### config.mk
export PLATFORM = sky130hd
export DESIGN_NAME = regfile
export DESIGN_NICKNAME = d
export VERILOG_FILES = /design/src/rtl/regfile.sv
export SDC_FILE = /design/constraint.sdc
export NUM_CORES = 2
export LEC_CHECK = 0
export CAP_MARGIN = 30
export CORE_ASPECT_RATIO = 1.25
export CORE_UTILIZATION = 40
export DETAILED_ROUTE_END_ITERATION = 16
export GPL_ROUTABILITY_DRIVEN = 0
export SYNTH_ARGS = -nofsm -noshare
export SYNTH_HDL_FRONTEND = slang
export SYNTH_SLANG_ARGS = --single-unit
### constraint.sdc
create_clock -name clk -period 4.2 [get_ports clk]
set_clock_uncertainty 0.05 [all_clocks]
set_input_delay 0.42 -clock clk [delete_from_list [all_inputs] [get_ports clk]]
set_output_delay 0.42 -clock clk [all_outputs]
set_load 0.05 [all_outputs]
### src/rtl/regfile.sv
// ---------------------------------------------------------------------------
// regfile -- 2**ADDR_W x DATA_W register file, one write port, two
// independent registered read ports (A and B) with one-cycle latency.
//
// Register 0 is hardwired to read zero; writes to it are dropped.
// A request sampled at a rising edge produces rdata/rvalid right after that
// edge. rvalid tracks the request one edge later; rdata holds its last value
// while no request is made.
//
// Optional feature macro: REGFILE_BYPASS_EN
//   defined   : a read that hits the address being written in the same cycle
//               returns the incoming wdata (write-first).
//   undefined : such a read returns the prior register contents (read-first).
//
// clr is a synchronous, active-low clear of all storage and outputs.
// ---------------------------------------------------------------------------
module regfile #(
    parameter int DATA_W = 32,
    parameter int ADDR_W = 5
) (
    input  logic              clk,
    input  logic              clr,
    input  logic              we,
    input  logic [ADDR_W-1:0] waddr,
    input  logic [DATA_W-1:0] wdata,
    input  logic              rreq_a,
    input  logic              rreq_b,
    input  logic [ADDR_W-1:0] raddr_a,
    input  logic [ADDR_W-1:0] raddr_b,
    output logic [DATA_W-1:0] rdata_a,
    output logic [DATA_W-1:0] rdata_b,
    output logic              rvalid_a,
    output logic              rvalid_b
);

    localparam int DEPTH = 2**ADDR_W;

    logic [DATA_W-1:0] r_mem [DEPTH];
    logic [DATA_W-1:0] r_rdata_a;
    logic [DATA_W-1:0] r_rdata_b;
    logic              r_rvalid_a;
    logic              r_rvalid_b;

    logic              w_wr_en;
    logic [DATA_W-1:0] w_rd_a;
    logic [DATA_W-1:0] w_rd_b;

    // A write to address 0 is dropped so register 0 keeps reading zero.
    assign w_wr_en = we && (waddr != '0);

    // Read-data selection, with optional same-cycle write forwarding.
    always_comb begin
        w_rd_a = r_mem[raddr_a];
        w_rd_b = r_mem[raddr_b];
`ifdef REGFILE_BYPASS_EN
        if (w_wr_en && (waddr == raddr_a)) begin
            w_rd_a = wdata;
        end
        if (w_wr_en && (waddr == raddr_b)) begin
            w_rd_b = wdata;
        end
`endif
    end

    // Storage array: synchronous clear, single write port.
    always_ff @(posedge clk) begin
        if (!clr) begin
            for (int i = 0; i < DEPTH; i++) begin
                r_mem[i] <= '0;
            end
        end else if (w_wr_en) begin
            r_mem[waddr] <= wdata;
        end
    end

    // Read port A: capture data on request, valid follows the request.
    always_ff @(posedge clk) begin
        if (!clr) begin
            r_rdata_a  <= '0;
            r_rvalid_a <= 1'b0;
        end else begin
            r_rvalid_a <= rreq_a;
            if (rreq_a) begin
                r_rdata_a <= w_rd_a;
            end
        end
    end

    // Read port B: independent copy of port A.
    always_ff @(posedge clk) begin
        if (!clr) begin
            r_rdata_b  <= '0;
            r_rvalid_b <= 1'b0;
        end else begin
            r_rvalid_b <= rreq_b;
            if (rreq_b) begin
                r_rdata_b <= w_rd_b;
            end
        end
    end

    assign rdata_a  = r_rdata_a;
    assign rdata_b  = r_rdata_b;
    assign rvalid_a = r_rvalid_a;
    assign rvalid_b = r_rvalid_b;

endmodule

# After elaboration in Yosys (flattened, before gate mapping)
# Memory sizes are Yosys's and may differ from the RTL's. A register that Yosys moved wholly into a read port is not among the register bits.
# Index checks and enable logic that the tools add are counted.
[word_totals]
regBits = 2
ramBits = 1024
memories = 1
[mem_list]
columns = ["memory", "words", "width", "read_ports", "rd_clocked_by_memory_dff", "wr", "line", "text"]
rows = [
  ["r_mem", 32, 32, 2, 2, 32, "38", "logic [DATA_W-1:0] r_mem [DEPTH];"],
]
[op_classes]
mux = 7
reduce_logical = 5
[op_table]
columns = ["op", "n"]
rows = [
  ["$mux W32", 1],
  ["$reduce_or A32 Y1", 1],
  ["$mux W1", 5],
  ["$mux W5", 1],
  ["$reduce_bool A5 Y1", 1],
  ["$logic_not A1 Y1", 2],
  ["$logic_and A1 B1 Y1", 1],
]

# Longest topological paths before layout
[depth]
ltp_word = 7
depth_mapped = 8
depth_no_buf = 5

# Worst setup path before layout
# Ideal clock, no wire load.
[synth_timing]
path_type = "input to register"
start = "input port clr"
end = "memory r_mem[22][0], enable pin"
arrival_time_ns = 3.457
slack_ns = 0.228
cell_stages = 4
n_path_buf = 2
path_cell_list = "clkbuf_1 > nand4b_1 > clkbuf_1 > o21ai_0"
[synth_rtl]
columns = ["element", "line", "text"]
rows = [
  ["start: declaration", "22", "input logic clr,"],
  ["end: declaration", "38", ""],
]

# Final worst setup path
[layout_timing]
start = "register r_rdata_a[0] (netlist: rdata_a[0]) (read register of r_mem)"
end = "output port rdata_a[0]"
[layout_rtl]
columns = ["element", "line", "text"]
rows = [
  ["start: declaration", "39", "logic [DATA_W-1:0] r_rdata_a;"],
  ["end: declaration", "30", "output logic [DATA_W-1:0] rdata_a,"],
]
# No word-level cell between the ends.

==> impl_metrics.tcl <==
set metrics [dict create \
    cp.required_ps 3730 \
    grt-ovfl-total 0 \
    whs_endpoint "rdata_b[11]" \
    vias_per_cell 6.156 \
    min_from "rreq_b" \
    path_delay_family "buffers and inverters" \
    rows 155 \
    htree_num_levels 3 \
    max_stage_delay_ps 910 \
    setup_violations 0 \
    path_buf_inv 1 \
    cts_setup_buffers 0 \
    slew_violations 0 \
    core_um2 142900 \
    via_count 40730 \
    synth_ff_type "edfxtp_1" \
    worstReg2RegEnd "rdata_b[21]" \
    wl_mm 212.2 \
    first_global_vias 39920 \
    finalHoldViolCount 0 \
    fin_crit_sh_pct 65.55 \
    die_x_um 341.6 \
    grt_pass1_wl_mm 296.5 \
    fin_setup_tns_ps 0 \
    ir_drop_uv 307.0 \
    netlist_instances 4635 \
    synth.distinct_cells 27 \
    antenna_found_initial 12 \
    crit_path_top_delay_cell "clkdlybuf4s50_1" \
    fin_hold_ws_ps 70.13 \
    start_kind "register" \
    p_leak_nw 24.92 \
    grt_max_degree 88 \
    yosysWarnings 0 \
    drive_above_1_share_pct 9.507 \
    root_buffer "clkbuf_16" \
    status "finished clean" \
    fillerInstances 12640 \
    rsz0062_at_grt "no" \
    placed_cells 6398 \
    place_area_um2 62080 \
    reg2reg_depth 5 \
    yosysSeqAreaShare_pct 55.62 \
    r2r_start "r_mem[16][21]" \
    end_kind "output port" \
    min_path_type "primary input to register" \
    tightest_slew_ps 1122 \
    routedWlPerCell_um 32.07 \
    clockBufferDepth 3 \
    grtUsageTotal_pct 28.59 \
    syn-mean-instance-area_um2 12.44 \
    synthTopCellsByArea "edfxtp_1, mux2i_1, and2_1, a22oi_1, a21oi_1" \
    cts_tree "yes" \
    final_area_um2 65810 \
    dr.pass1.iters 6 \
    hold_depth 2 \
    dp_hpwl_mm 125.3 \
    relSlewSlack_pct 24.95 \
    drc 0 \
    yosysTopAreaCell "edfxtp_1" \
    num-nets-final 4679 \
    area_delta_synth_final_pct 14.14 \
    insertion_delay_ps 750 \
    min_period_ps 2753 \
    critPathMaxFanout 2 \
    cp_cell_sequence "clkdlybuf4s50_1" \
    syn_area_um2 57660 \
    cts_buffers 110 \
    ios 118 \
    drtAntennaViolNets 0 \
    async_flop_share_pct 0 \
    final_core_util_pct 46.04 \
    finalNonFillerCells 6617 \
    dr.first_iter.drc_count 4897 \
    ys_top_cells_by_count "edfxtp_1, mux2i_1, and2_1" \
    cts.sinks 1090 \
    power.density_nw_per_um2 401.8 \
    die_height_um 426.5 \
    initial_core_util_pct 40.34 \
    port_buffers 117 \
    critical_path_arrival_ps 2280 \
    clkTransAtPathRegs_ps 60 \
    cap_viol_max_count 0 \
    clock.fmax_mhz 363.2 \
    synth_top_area_share_pct 53.33 \
    die_area_um2 145700 \
    synth_edf_count 1024 \
    critPathKind "register to output port" \
    ys_ff_latch 1090 \
    r2r_slack_ps 2350 \
]
[layout make-up]
type                       count  area [um^2]  area share (%)
clock inverter                43        554.3          0.8422
tap                         1884         2357           3.582
timing repair buffer         321         3725           5.660
inverter                       1        3.754        0.005704
clock buffer                 165         3141           4.772
antenna                       10        25.02         0.03802
sequential                  1090        32070           48.73
multi-input combinational   3103        23930           36.37
[cell usage in the layout (no fill, tap or decap), drive strengths merged, types with 3 or more instances in the layout]
cell type and instances:
conb 32, a21oi 320, inv 4, nand3b 3
edfxtp 1024, nor2b 4, mux2i 1024, o21ai 95
nand2 5, nor2 35, a22oi 512, dfxtp 66
and2 996, clkdlybuf4s50 112, buf 208, diode 10
or4 64, clkbuf 165, bufinv 11, nand2b 4
clkinv 27
[flip-flops by register name (all words and copies together), names as in the netlist]
| register | count |
|---|---|
| rvalid_a | 1 |
| r_mem | 1024 |
| rdata_a | 32 |
| rvalid_b | 1 |
| rdata_b | 32 |
[how the worst max path moves through the flow]
stage                               end       start  slack, ps  depth (start not counted)
after global routing         rdata_a[1]  rdata_a[1]       1490                          1
after CTS                    rdata_a[1]  rdata_a[1]       1460                          1
after global placement      rdata_b[30]  raddr_b[2]       1080                          7
after floorplan            r_mem[22][0]         clr        230                          4
after detailed placement  r_mem[14][24]    waddr[4]       1070                          4
final                        rdata_a[0]  rdata_a[0]       1450                          1
[timing repair]
action	4_1_cts	5_1_grt
setup endpoints to repair	0	0
gates resized for setup	0	0
hold endpoints to repair	8	0
hold buffers	1	0
[report_power, final]
| group | internal (mW) | switching [mW] |
|---|---|---|
| clock | 5.85 | 4.41 |
| combinational | 1.13 | 2.19 |
| sequential | 12.5 | 0.359 |
[routing by layer]
layer / vias up / routed length, um / global-route usage [%]
met5: - / 20 / 0
met4: 2 / 8570 / 12.16
met2: 2039 / 101600 / 47.48
met3: 415 / 16370 / 3.833
li1: 17290 / - / -
met1: 20990 / 85630 / 37.39
[metrics by stage]
stage / setup WS, ps / power, mW
floorplan: 227.7 / 14.97
global placement: 1078 / 16.25
detailed placement: 1066 / 16.34
CTS: 1457 / 26.44
global route: 1494 / 27.06
finish: 1447 / 26.44
[kinds of logic (layout without fill, tap and decap cells)]
logic type | count (synthesis) | count (layout) | synth area share, %
compound gates | 927 | 927 | 10.27
buf+inv | 473 | 530 | 4.192
flops | 1090 | 1090 | 55.62
mux | 1024 | 1024 | 17.78
other cells | 1 | 42 | 0.006504
simple gates | 1120 | 1120 | 12.13
No activity file was read; power rests on OpenSTA's default activity.
